File: config.mk
export PLATFORM = sky130hd
export DESIGN_NAME = race_ctl_flat
export DESIGN_NICKNAME = d
export VERILOG_FILES = /design/src/rtl/race_ctl_if.sv /design/src/rtl/race_ctl.sv /design/src/flat_wrapper.sv
export SDC_FILE = /design/constraint.sdc
export NUM_CORES = 1
export LEC_CHECK = 0
export BUFFER_PORTS_ARGS = -buffer_cell sky130_fd_sc_hd__buf_2
export CORE_UTILIZATION = 46
export DETAILED_ROUTE_END_ITERATION = 7
export PLACE_DENSITY = 0.76
export SLEW_MARGIN = 20
export SYNTH_ARGS = -nofsm -noshare
export SYNTH_HDL_FRONTEND = slang
export SYNTH_SLANG_ARGS = --single-unit
File: constraint.sdc
create_clock -name pclk -period 2.5 [get_ports pclk]
set_clock_uncertainty 0.15 [all_clocks]
set_input_delay 0.125 -clock pclk [delete_from_list [all_inputs] [get_ports pclk]]
set_output_delay 0.125 -clock pclk [all_outputs]
set_load 0.05 [all_outputs]
File: src/rtl/race_ctl_if.sv
`default_nettype none
// ============================================================================
// Module      : race_ctl_if
// Description : Signal bundle between the race sequencer and its neighbours.
//               The keyboard/frame-timing block and the two car position
//               controllers drive the inputs. The car controllers and the
//               HUD/overlay consume the outputs.
//   modport master : drives frame_ended, start, xpos0/1, ypos0/1;
//                    observes car_rst, car_en, state, countdown, lap0/1,
//                    race_frames, winner
//   modport slave  : the race sequencer side (directions mirrored)
// Revision    : 1.0 - initial release
// ============================================================================
interface race_ctl_if;
    logic        frame_ended;   // one-cycle pulse per video frame
    logic        start;         // start key level
    logic [10:0] xpos0;         // car 0 x position
    logic [10:0] ypos0;         // car 0 y position
    logic [10:0] xpos1;         // car 1 x position
    logic [10:0] ypos1;         // car 1 y position
    logic        car_rst;       // hold both cars at their start position
    logic        car_en;        // cars may move
    logic [1:0]  state;         // 00 IDLE, 01 COUNTDOWN, 10 RACE, 11 FINISH
    logic [1:0]  countdown;     // current countdown digit
    logic [3:0]  lap0;          // laps completed by car 0
    logic [3:0]  lap1;          // laps completed by car 1
    logic [15:0] race_frames;   // frames elapsed in RACE
    logic [1:0]  winner;        // 00 none, 01 car0, 10 car1, 11 tie

    modport master (
        output frame_ended, start, xpos0, ypos0, xpos1, ypos1,
        input  car_rst, car_en, state, countdown, lap0, lap1, race_frames, winner
    );

    modport slave (
        input  frame_ended, start, xpos0, ypos0, xpos1, ypos1,
        output car_rst, car_en, state, countdown, lap0, lap1, race_frames, winner
    );
endinterface
`default_nettype wire

File: src/rtl/race_ctl.sv
`default_nettype none
// ============================================================================
// Module      : race_ctl
// Description : Race sequencer for the two-car game. Steps through
//               IDLE -> COUNTDOWN -> RACE -> FINISH. It gates car motion,
//               counts laps per car from the car positions, times the race
//               in frames and declares the winner.
// Ports       : pclk - pixel clock, all logic on the rising edge
//               rst  - asynchronous, active-low reset
//               bus  - race_ctl_if.slave (frame_ended, start, car positions
//                      in; car_rst, car_en, state, countdown, lap0/1,
//                      race_frames, winner out)
// Options     : RACE_TIMEOUT_EN - when defined, the race ends with no
//               winner once race_frames reaches TIMEOUT_FRAMES.
// Revision    : 1.0 - initial release
// ============================================================================
module race_ctl #(
    parameter int LAPS           = 3,
    parameter int COUNT_FROM     = 3,
    parameter int COUNT_FRAMES   = 60,
    parameter int CHECK_Y        = 300,
    parameter int FINISH_X_MIN   = 400,
    parameter int FINISH_X_MAX   = 560,
    parameter int FINISH_Y       = 600,
    parameter int TIMEOUT_FRAMES = 3600
) (
    input wire        pclk,
    input wire        rst,
    race_ctl_if.slave bus
);

    localparam int c_cnt_w = (COUNT_FRAMES > 2) ? $clog2(COUNT_FRAMES) : 1;

    localparam logic [c_cnt_w-1:0] c_cnt_last   = c_cnt_w'(COUNT_FRAMES - 1);
    localparam logic [1:0]         c_count_from = 2'(COUNT_FROM);
    localparam logic [3:0]         c_laps       = 4'(LAPS);
    localparam logic [10:0]        c_check_y    = 11'(CHECK_Y);
    localparam logic [10:0]        c_fx_min     = 11'(FINISH_X_MIN);
    localparam logic [10:0]        c_fx_max     = 11'(FINISH_X_MAX);
    localparam logic [10:0]        c_fy         = 11'(FINISH_Y);

    typedef enum logic [1:0] {
        ST_IDLE      = 2'b00,
        ST_COUNTDOWN = 2'b01,
        ST_RACE      = 2'b10,
        ST_FINISH    = 2'b11
    } state_t;

    state_t             r_state, w_state_nxt;
    logic               r_start_q;
    logic               r_start_vld;
    logic [c_cnt_w-1:0] r_frame_cnt, w_frame_cnt_nxt;
    logic [1:0]         r_countdown, w_countdown_nxt;
    logic [3:0]         r_lap0, w_lap0_nxt;
    logic [3:0]         r_lap1, w_lap1_nxt;
    logic               r_arm0, w_arm0_nxt;
    logic               r_arm1, w_arm1_nxt;
    logic [15:0]        r_race_frames, w_race_frames_nxt;
    logic [1:0]         r_winner, w_winner_nxt;

    logic        w_start_rise;
    logic        w_zone0, w_zone1;
    logic        w_hit0, w_hit1;
    logic        w_win0, w_win1;
    logic [15:0] w_frames_inc;

    // start_q resets to 0, so a key held down through reset release would
    // otherwise look like a fresh press. r_start_vld masks the first cycle
    // after reset so only a genuine low-to-high transition starts a race.
    assign w_start_rise = bus.start & ~r_start_q & r_start_vld;

    assign w_zone0 = (bus.xpos0 >= c_fx_min) && (bus.xpos0 <= c_fx_max) && (bus.ypos0 >= c_fy);
    assign w_zone1 = (bus.xpos1 >= c_fx_min) && (bus.xpos1 <= c_fx_max) && (bus.ypos1 >= c_fy);

    // A lap only counts when the car has passed the checkpoint since its last
    // lap, so a car parked on the finish line scores once.
    assign w_hit0 = r_arm0 && w_zone0 && (r_lap0 < c_laps);
    assign w_hit1 = r_arm1 && w_zone1 && (r_lap1 < c_laps);
    assign w_win0 = w_hit0 && ((r_lap0 + 4'd1) == c_laps);
    assign w_win1 = w_hit1 && ((r_lap1 + 4'd1) == c_laps);

    assign w_frames_inc = (r_race_frames == 16'hFFFF) ? r_race_frames : r_race_frames + 16'd1;

`ifndef RACE_TIMEOUT_EN
    // The time limit has no effect in this build.
    logic [15:0] w_unused_timeout;
    assign w_unused_timeout = 16'(TIMEOUT_FRAMES);
`endif

    always_ff @(posedge pclk or negedge rst) begin
        if (!rst) begin
            r_state       <= ST_IDLE;
            r_start_q     <= 1'b0;
            r_start_vld   <= 1'b0;
            r_frame_cnt   <= '0;
            r_countdown   <= 2'd0;
            r_lap0        <= 4'd0;
            r_lap1        <= 4'd0;
            r_arm0        <= 1'b0;
            r_arm1        <= 1'b0;
            r_race_frames <= 16'd0;
            r_winner      <= 2'b00;
        end else begin
            r_state       <= w_state_nxt;
            r_start_q     <= bus.start;
            r_start_vld   <= 1'b1;
            r_frame_cnt   <= w_frame_cnt_nxt;
            r_countdown   <= w_countdown_nxt;
            r_lap0        <= w_lap0_nxt;
            r_lap1        <= w_lap1_nxt;
            r_arm0        <= w_arm0_nxt;
            r_arm1        <= w_arm1_nxt;
            r_race_frames <= w_race_frames_nxt;
            r_winner      <= w_winner_nxt;
        end
    end

    always_comb begin
        w_state_nxt       = r_state;
        w_frame_cnt_nxt   = r_frame_cnt;
        w_countdown_nxt   = r_countdown;
        w_lap0_nxt        = r_lap0;
        w_lap1_nxt        = r_lap1;
        w_arm0_nxt        = r_arm0;
        w_arm1_nxt        = r_arm1;
        w_race_frames_nxt = r_race_frames;
        w_winner_nxt      = r_winner;

        case (r_state)
            ST_IDLE: begin
                // The winner of the previous race stays visible in IDLE and
                // is only cleared when the next countdown begins.
                if (w_start_rise) begin
                    w_state_nxt       = ST_COUNTDOWN;
                    w_countdown_nxt   = c_count_from;
                    w_frame_cnt_nxt   = '0;
                    w_lap0_nxt        = 4'd0;
                    w_lap1_nxt        = 4'd0;
                    w_arm0_nxt        = 1'b0;
                    w_arm1_nxt        = 1'b0;
                    w_race_frames_nxt = 16'd0;
                    w_winner_nxt      = 2'b00;
                end
            end

            ST_COUNTDOWN: begin
                if (bus.frame_ended) begin
                    if (r_frame_cnt == c_cnt_last) begin
                        w_frame_cnt_nxt = '0;
                        if (r_countdown == 2'd1) begin
                            w_state_nxt     = ST_RACE;
                            w_countdown_nxt = 2'd0;
                        end else begin
                            w_countdown_nxt = r_countdown - 2'd1;
                        end
                    end else begin
                        w_frame_cnt_nxt = r_frame_cnt + 1'b1;
                    end
                end
            end

            ST_RACE: begin
                if (bus.frame_ended) begin
                    w_race_frames_nxt = w_frames_inc;
                    // Checkpoint (top of track) and finish zone (bottom) do
                    // not overlap, so arming and scoring never coincide.
                    w_arm0_nxt = r_arm0 | (bus.ypos0 < c_check_y);
                    w_arm1_nxt = r_arm1 | (bus.ypos1 < c_check_y);
                    if (w_hit0) begin
                        w_lap0_nxt = r_lap0 + 4'd1;
                        w_arm0_nxt = 1'b0;
                    end
                    if (w_hit1) begin
                        w_lap1_nxt = r_lap1 + 4'd1;
                        w_arm1_nxt = 1'b0;
                    end
                    if (w_win0 || w_win1) begin
                        w_state_nxt  = ST_FINISH;
                        w_winner_nxt = {w_win1, w_win0};
                    end
`ifdef RACE_TIMEOUT_EN
                    else if (w_frames_inc >= 16'(TIMEOUT_FRAMES)) begin
                        w_state_nxt  = ST_FINISH;
                        w_winner_nxt = 2'b00;
                    end
`endif
                end
            end

            ST_FINISH: begin
                if (w_start_rise) begin
                    w_state_nxt       = ST_IDLE;
                    w_countdown_nxt   = 2'd0;
                    w_frame_cnt_nxt   = '0;
                    w_lap0_nxt        = 4'd0;
                    w_lap1_nxt        = 4'd0;
                    w_arm0_nxt        = 1'b0;
                    w_arm1_nxt        = 1'b0;
                    w_race_frames_nxt = 16'd0;
                end
            end

            default: w_state_nxt = ST_IDLE;
        endcase
    end

    assign bus.state       = r_state;
    assign bus.car_rst     = (r_state == ST_IDLE) || (r_state == ST_COUNTDOWN);
    assign bus.car_en      = (r_state == ST_RACE);
    assign bus.countdown   = r_countdown;
    assign bus.lap0        = r_lap0;
    assign bus.lap1        = r_lap1;
    assign bus.race_frames = r_race_frames;
    assign bus.winner      = r_winner;

endmodule
`default_nettype wire
File: src/flat_wrapper.sv
// flat-port wrapper written by rule: the top's interface ports become plain ports
module race_ctl_flat 
#(
    parameter int LAPS           = 3,
    parameter int COUNT_FROM     = 3,
    parameter int COUNT_FRAMES   = 60,
    parameter int CHECK_Y        = 300,
    parameter int FINISH_X_MIN   = 400,
    parameter int FINISH_X_MAX   = 560,
    parameter int FINISH_Y       = 600,
    parameter int TIMEOUT_FRAMES = 3600
)
  (pclk, rst, bus_frame_ended, bus_start, bus_xpos0, bus_ypos0, bus_xpos1, bus_ypos1, bus_car_rst, bus_car_en, bus_state, bus_countdown, bus_lap0, bus_lap1, bus_race_frames, bus_winner);
  race_ctl_if bus_i ();
  input wire pclk;
  input wire rst;
  input wire logic [$bits(bus_i.frame_ended)-1:0] bus_frame_ended;
  input wire logic [$bits(bus_i.start)-1:0] bus_start;
  input wire logic [$bits(bus_i.xpos0)-1:0] bus_xpos0;
  input wire logic [$bits(bus_i.ypos0)-1:0] bus_ypos0;
  input wire logic [$bits(bus_i.xpos1)-1:0] bus_xpos1;
  input wire logic [$bits(bus_i.ypos1)-1:0] bus_ypos1;
  output wire logic [$bits(bus_i.car_rst)-1:0] bus_car_rst;
  output wire logic [$bits(bus_i.car_en)-1:0] bus_car_en;
  output wire logic [$bits(bus_i.state)-1:0] bus_state;
  output wire logic [$bits(bus_i.countdown)-1:0] bus_countdown;
  output wire logic [$bits(bus_i.lap0)-1:0] bus_lap0;
  output wire logic [$bits(bus_i.lap1)-1:0] bus_lap1;
  output wire logic [$bits(bus_i.race_frames)-1:0] bus_race_frames;
  output wire logic [$bits(bus_i.winner)-1:0] bus_winner;
  assign bus_i.frame_ended = bus_frame_ended;
  assign bus_i.start = bus_start;
  assign bus_i.xpos0 = bus_xpos0;
  assign bus_i.ypos0 = bus_ypos0;
  assign bus_i.xpos1 = bus_xpos1;
  assign bus_i.ypos1 = bus_ypos1;
  assign bus_car_rst = bus_i.car_rst;
  assign bus_car_en = bus_i.car_en;
  assign bus_state = bus_i.state;
  assign bus_countdown = bus_i.countdown;
  assign bus_lap0 = bus_i.lap0;
  assign bus_lap1 = bus_i.lap1;
  assign bus_race_frames = bus_i.race_frames;
  assign bus_winner = bus_i.winner;
  race_ctl #(.LAPS(LAPS), .COUNT_FROM(COUNT_FROM), .COUNT_FRAMES(COUNT_FRAMES), .CHECK_Y(CHECK_Y), .FINISH_X_MIN(FINISH_X_MIN), .FINISH_X_MAX(FINISH_X_MAX), .FINISH_Y(FINISH_Y), .TIMEOUT_FRAMES(TIMEOUT_FRAMES)) u_core (.pclk(pclk), .rst(rst), .bus(bus_i));
endmodule
==> results of run 1 <==
## synthesized netlist by cell type, drive strengths merged (2+ instances only)
library cell / instances
nor2: 10
or2: 3
o211ai: 4
a211oi: 2
clkbuf: 6
dfrtp: 40
or4b: 2
nor3: 7
and3: 4
inv: 12
nand4: 3
ha: 11
or4: 2
a21oi: 15
nand3: 16
o21a: 4
nor2b: 10
nand2b: 2
nand2: 39
o21ai: 28
xor2: 2
nor4b: 4
o31ai: 13
and2: 7
a21o: 8
or3: 4
and4bb: 2
buf: 3
nand3b: 2
nor4: 6
## state kept, by name, indices dropped and copies added, names as in the netlist, 2 cells and up
register / cells
u_core.bus.race_frames: 16
u_core.bus.countdown: 2
u_core.bus.lap0: 4
u_core.bus.lap1: 4
u_core.r_frame_cnt: 6
u_core.bus.state: 2
u_core.bus.winner: 2
## layout make-up
| type | count | area (µm²) | share of cell area |
|---|---|---|---|
| clock buffers | 6 | 82.58 | 0.02593 |
| clock inverters | 2 | 10.01 | 0.003143 |
| repair buffers | 86 | 488.0 | 0.1532 |
| multi-input cells | 226 | 1463 | 0.4593 |
| flip-flops and latches | 40 | 1008 | 0.3167 |
| well taps | 70 | 87.58 | 0.02750 |
| inverters | 12 | 45.04 | 0.01415 |
## cell families after synthesis
group / count (synthesis) / synth area share
buffers and inverters: 21 / 0.03306
flip-flops: 40 / 0.4008
AND/OR/NAND/NOR: 124 / 0.2700
adder cells (fa/ha/maj): 11 / 0.05511
XOR/XNOR: 2 / 0.007015
other: 1 / 0.001502
AO/OA/AOI/OAI: 86 / 0.2240
multiplexers: 2 / 0.008517
## where the power goes
part           leakage [µW]  internal, µW  switching, µW
Combinational      0.000920           815           1370
Clock             0.0000510           220            234
Sequential         0.000522           801            138
Total               0.00149          1840           1750
## metrics by stage
step | hold slack [ns] | area (µm²) | power [µW] | instances | util
after floorplan | -0.3206 | 2552 | 2502 | 287 | -
after global placement | 0.1108 | 3062 | 3060 | 431 | 0.5919
after detailed placement | 0.1146 | 3062 | 3120 | 431 | 0.5919
after CTS | 0.01524 | 3174 | 3581 | 441 | 0.6137
after global routing | 0.02475 | 3184 | 3881 | 442 | 0.6156
final | 0.02465 | 3184 | 3581 | 442 | 0.6156
## per-layer routing
| layer | routed length (µm) | global-route usage | vias up |
|---|---|---|---|
| met5 | 0 | 0 | - |
| met2 | 2957 | 0.3948 | 43 |
| met3 | 191 | 0.05291 | 5 |
| met1 | 2740 | 0.2850 | 1165 |
| met4 | 48 | 0.08848 | 0 |
| li1 | - | - | 1222 |
## final timing paths
path | slack [ns] | depth (start not counted) | from | to
setup / recovery | 0.07 | 6 | u_core.bus.lap1[0]$_DFFE_PN0P_ | u_core.bus.state[1]$_DFFE_PN0P_
hold / removal | 0.02 | 4 | bus_ypos1[10] | u_core.r_arm1$_DFFE_PN0P_
setup reg to reg | 0.07 | 6 | u_core.bus.lap1[0]$_DFFE_PN0P_ | u_core.bus.state[1]$_DFFE_PN0P_
hold reg to reg | 0.38 | 2 | u_core.r_arm0$_DFFE_PN0P_ | u_core.r_arm0$_DFFE_PN0P_
max in group asynchronous | 1.22 | 2 | rst | u_core.bus.race_frames[0]$_DFFE_PN0P_
min in group asynchronous | 0.35 | 2 | rst | u_core.bus.lap1[2]$_DFFE_PN0P_
## timing repair
item | CTS | global route
setup buffers | 0 | 1
endpoints found under the hold margin | 41 | 0
gates resized for setup | 0 | 1
hold buffers | 2 | 0
setup endpoints to repair | 0 | 2
## critical path, stage by stage (launching register included)
cell,delay (ns)
dfrtp_2,0.44
ha_4,0.17
or4b_4,0.47
or4_4,0.56
o32a_4,0.23
o211ai_2,0.17
o211ai_1,0.11
==> summary.md, run 1 <==
| Metric | Value |
|---|---|
| Number of global-route vias before repair | `2,368` |
| VDD IR max | `between 0.0008 and 0.0009 V` |
| Transition time of the tightest slew-check pin | `0.9093 ns` |
| Gate Count Post-Synth | `between 200 and 300` |
| Post-synth cell types | `53` |
| Flip-flop and latch count after synthesis | `40` |
| Width of the die | `between 70 and 80 µm` |
| Die height | `around 76 µm` |
| Clock latency on the worst-skew pair | `0.30 ns` |
| Total congestion overflow after global routing | `0` |
| Hold Fails Final Rpt | `0` |
| HP Class | `in2reg` |
| Routability congestion estimate | `roughly 0.86` |
| Max transition margin | `0.3938` |
| Share of flip-flops with an asynchronous set or reset | `1.000` |
| Per-cell routed wire length | `13.43 µm` |
| Cell area power density | `about 1100 nW/µm²` |
| Total standard cell area after synthesis | `2497 µm²` |
| Commonest register cell after synthesis | `dfrtp_1` |
| Root buffer cell | `clkbuf_8` |
| All-layer global routing usage | `0.2312` |
| Top library cells by usage in the layout, fill and taps aside | `buf_2, nand2_1, dfrtp_1` |
| Effective utilization at floorplan | `0.4828` |
| Count of final setup violators | `0` |
| Total core area | `roughly 5200 µm²` |
| Maxcap violations | `0` |
| Diodes inserted | `0` |
| Via-to-Cell Ratio | `about 5.5` |
| Pin count of the biggest net entering global routing | `between 40 and 50` |
| Maximum fanout encountered on the critical timing path | `4` |
| Most frequent standard cell in the layout excluding fill and tap cells | `buf_2` |
| Number of synthesis warnings | `0` |
| Type of the setup path with the least slack | `reg2reg` |
| Final count of pins violating max slew | `0` |
| First-pass iteration count of the detailed router | `4` |
| Final setup margin | `0.07340 ns` |
| Standard-cell rows | `26` |
| Global-route wire length before repair | `between 10,000 and 15,000 µm` |
| Required time reported for the critical path endpoint | `between 2 and 3 ns` |
| Crit path capture type | `flop` |
| Area growth from synthesis to layout | `27.50%` |
| Half-perimeter wire length after placement | `4431 µm` |
| Lkg Pwr | `between 0.001 and 0.0015 µW` |
| Port Buffers | `75` |
| Mean cell area of the mapped netlist | `a little under 9 µm²` |
| Largest area contributor in the netlist | `dfrtp_1` |
| DP Worst Slack | `0.07261 ns` |
| Critical path arrival | `~2.5 ns` |
| Fraction of layout cells with a size suffix above 1 | `0.3145` |
| Sink count of the clock tree | `40` |
| Part of the Yosys area used for sequential elements | `0.4008` |
| Area enclosed by the die boundary | `approximately 5700 µm²` |
| Final worst-path cycle share | `0.9706` |
| Maximum level of the CTS H-tree | `2` |
| Synthesized netlist net count | `roughly 350` |
| Clock-pin slew on the worst setup and hold paths | `about 0.080 ns` |
| Initial antenna violation count | `0` |
| Achievable frequency | `roughly 410 MHz` |
| Proportion of netlist area held by the largest area contributor | `0.4008` |
| Number of DRC markers in iteration 0 | `slightly below 90` |
| Clock buffer depth | `2` |
| Number of flops mapped to enable cells by yosys | `0` |
| Count of nets after finishing | `430` |
| Layout fillers | `about 460` |
| Inserted Clock Buffers | `5` |
| RSZ-0062 raised after global routing | `false` |
| Clock tree from TritonCTS | `built` |
| Min Tclk post-route | `about 2.4 ns` |
| Status | `complete, no violations` |
| DR DRC count | `0` |
| Top Ports | `80` |
| Detailed-route via count | `approximately 2,400` |
| Setup tns final | `0 ns` |
| Critical Path Start Type | `flop` |
| Wire length reported by the detailed router | `approximately 5900 µm` |
| Area contributors post-synth | `dfrtp_1, nand2_1, ha_1, o21ai_0, o31ai_1` |
| Routed Antenna Nets | `0` |
No activity file was read; power rests on OpenSTA's default activity.
==> inputs of run 2 (changes only) <==
--- a/config.mk
+++ b/config.mk
@@ -6,10 +6,10 @@
 export NUM_CORES = 1
 export LEC_CHECK = 0
 export BUFFER_PORTS_ARGS = -buffer_cell sky130_fd_sc_hd__buf_2
+export CORE_ASPECT_RATIO = 1.25
 export CORE_UTILIZATION = 46
 export DETAILED_ROUTE_END_ITERATION = 7
 export PLACE_DENSITY = 0.76
-export SLEW_MARGIN = 20
 export SYNTH_ARGS = -nofsm -noshare
 export SYNTH_HDL_FRONTEND = slang
 export SYNTH_SLANG_ARGS = --single-unit
==> summary.md, run 2 (synthesized netlist as in run 1, its figures left out) <==
| Metric | Value |
|---|---|
| Status | `complete, no violations` |
| Transition time of the tightest slew-check pin | `0.8960 ns (-0.01332 ns)` |
| Via-to-Cell Ratio | `5.589 (+1.4%)` |
| Root buffer cell | `clkbuf_8` |
| Critical path arrival | `2.45 ns (about the same)` |
| Worst reg-to-reg path cell count | `6 (unchanged)` |
| Finished Cell Area | `3147 µm² (-1.2%)` |
| Cell-by-cell listing of the critical path | `ha_4 > or4b_4 > or4_4 > o32a_4 > o211ai_2 > o211ai_1` |
| Max transition margin | `0.4027 (+0.008878)` |
| Total core area | `5152 µm² (-0.39%)` |
| Slowest cell on the critical path | `or4_4` |
| Hold Worst Slack | `0.01707 ns (-0.007579 ns)` |
| Post-CTS repair timing setup buffer count | `0 (unchanged)` |
| Setup slack on the worst flop-to-flop path | `0.08 ns (about the same)` |
| Hold Fails Final Rpt | `0 (unchanged)` |
| Die height | `84.38 µm (+11%)` |
| Pin count of the biggest net entering global routing | `41 (unchanged)` |
| Startpoint of the worst setup timing path | `u_core.bus.lap1[1]$_DFFE_PN0P_` |
| GR Layer Usage met1 | `0.2648 (-0.02016)` |
| Clock tree from TritonCTS | `built` |
| FF-to-FF Start | `u_core.bus.lap1[1]$_DFFE_PN0P_` |
| Number of cells in the finished layout apart from fillers | `433 (-2.0%)` |
| Type of the setup path with the least slack | `reg2reg` |
| First-pass iteration count of the detailed router | `4 (unchanged)` |
| Count of nets after finishing | `429 (-0.23%)` |
| HP Class | `in2reg` |
| Final worst-path cycle share | `0.9689 (-0.001743)` |
| Critical register-to-register path endpoint | `u_core.bus.state[1]$_DFFE_PN0P_` |
| Maximum single-stage delay on the critical path | `0.57 ns (about the same)` |
| Most crowded layer after global routing | `met2` |
| Largest register FFs | `16 (unchanged)` |
| Detailed-route via count | `2,420 (-0.62%)` |
| Clock buffer depth | `2 (unchanged)` |
| Area growth from synthesis to layout | `26.00%` |
| Maxcap violations | `0 (unchanged)` |
| Wire length reported by the detailed router | `5931 µm (-0.12%)` |
| Number of global-route vias before repair | `2,295 (-3.1%)` |
| Per-cell routed wire length | `13.70 µm (+2.0%)` |
| Top Ports | `80 (unchanged)` |
| All-layer global routing usage | `0.2279 (-0.003306)` |
| CP delay by family, top | `simple AND/OR/NAND/NOR gates` |
| Global routing met2 resource utilization | `0.3942 (-0.0006018)` |
| Number of DRC markers in iteration 0 | `89 (+1.1%)` |
| Switching Share | `0.4933 (+0.005891)` |
| Effective utilization at floorplan | `0.4847 (+0.001876)` |
| Crit path buf inv count | `0 (unchanged)` |
| Diodes inserted | `0 (unchanged)` |
| Area of placed instances | `3027 µm² (-1.1%)` |
| Share of power burned in registers | `0.272 (+0.010)` |
| Lkg Pwr | `0.001470 µW (-1.5%)` |
| Routability congestion estimate | `0.7971 (-7.5%)` |
| Global-route wire length before repair | `10,150 µm (-0.28%)` |
| Required time reported for the critical path endpoint | `2.53 ns (about the same)` |
| Routed Antenna Nets | `0 (unchanged)` |
| Core utilization of the finished layout | `0.6107 (-0.004894)` |
| Sink count of the clock tree | `40 (unchanged)` |
| Sw Pwr | `1723 µW (-1.3%)` |
| Most frequent standard cell in the layout excluding fill and tap cells | `buf_2` |
| Global-route track usage on met3 | `0.04755 (-0.005356)` |
| Min Tclk post-route | `2.422 ns (-0.004357 ns)` |
| Maximum level of the CTS H-tree | `2 (unchanged)` |
| Standard-cell rows | `29 (+12%)` |
| Cell area power density | `1110 nW/µm² (-1.3%)` |
| Total stage count of the critical path | `6 (unchanged)` |
| Half-perimeter wire length after placement | `4422 µm (-0.21%)` |
| RSZ-0062 raised after global routing | `false` |
| DR DRC count | `0 (unchanged)` |
| Total congestion overflow after global routing | `0 (unchanged)` |
| Crit path capture type | `flop` |
| Maximum fanout encountered on the critical timing path | `5 (+1)` |
| Achievable frequency | `412.8 MHz (+0.18%)` |
| Critical Path Start Type | `flop` |
| Top library cells by usage in the layout, fill and taps aside | `buf_2, nand2_1, dfrtp_1` |
| Width of the die | `67.91 µm (-10%)` |
| Port Buffers | `75 (unchanged)` |
| Internal cell power | `1769 µW (-3.6%)` |
| VDD IR max | `0.0006884 V (-16%)` |
| Clock latency on the worst-skew pair | `0.30 ns (about the same)` |
| Inserted Clock Buffers | `5 (unchanged)` |
| Share of power burned in the clock network | `0.132 (+0.005)` |
| Clock-pin slew on the worst setup and hold paths | `0.08 ns (about the same)` |
| Fraction of layout cells with a size suffix above 1 | `0.3100 (-0.004543)` |
| Area enclosed by the die boundary | `5730 µm² (about the same)` |
| End of the critical path | `u_core.bus.state[1]$_DFFE_PN0P_` |
| Final count of pins violating max slew | `0 (unchanged)` |
| Initial antenna violation count | `0 (unchanged)` |
| Combinational fraction of design power | `0.596 (-0.015)` |
| Instance count after placement with tap cells included | `423 (-1.9%)` |
| Setup tns final | `0 ns (unchanged)` |
| Count of final setup violators | `0 (unchanged)` |
[run 2: power by group through the flow]
stage / Sequential [µW] / Combinational [µW] / Clock [µW]
finish: 951 / 2080 / 460
global route: 979 / 2300 / 499
CTS: 950 / 2080 / 469
detailed placement: 962 / 2070 / 0
global placement: 957 / 2030 / 0
floorplan: 1230 / 1270 / 0
[run 2: area by class of cell]
type	count	area, µm²
clock buffers	7	86.33
clock inverters	1	7.507
fillers	477	2006
inverters	12	45.04
flip-flops and latches	40	1008
repair buffers	85	455.4
well taps	62	77.57
multi-input cells	226	1466
[run 2: per-stage QoR]
stage / worst slack, ns / power [µW]
final: 0.07776 / 3492
after CTS: 0.08186 / 3504
after floorplan: 0.01993 / 2502
after detailed placement: 0.09596 / 3035
after global routing: 0.02316 / 3777
after global placement: 0.1189 / 2990
[run 2: timing repair]
item | in CTS | in global routing
endpoints found under the setup margin | 0 | 1
gates resized for setup | 0 | 1
hold endpoints to repair | 41 | 0
hold buffers | 2 | 0
[run 2: how the worst min path moves through the flow]
stage | cells after the start | to | slack [ns] | from
5_1_grt | 4 | u_core.r_arm1$_DFFE_PN0P_ | 0.04 | bus_ypos1[10]
6_report | 4 | u_core.r_arm0$_DFFE_PN0P_ | 0.02 | bus_ypos0[9]
3_3_place_gp | 1 | u_core.r_start_q$_DFF_PN0_ | 0.11 | bus_start
4_1_cts | 4 | u_core.r_arm0$_DFFE_PN0P_ | 0.006 | bus_ypos0[9]
2_1_floorplan | 0 | u_core.bus.countdown[0]$_DFFE_PN0P_ | -0.32 | rst
3_5_place_dp | 1 | u_core.r_start_q$_DFF_PN0_ | 0.11 | bus_start
[run 2: routing by layer]
layer	vias to the layer above	share of wire
met3	7	0.036
met2	50	0.52
li1	1222	-
met4	0	0.015
met1	1141	0.43
met5	-	0
[run 2: worst register-to-register path: stages, from the launching register on]
cell      delay [ns]
dfrtp_2         0.45
ha_4            0.18
or4b_4          0.47
or4_4           0.57
o32a_4          0.23
o211ai_2        0.16
o211ai_1        0.10
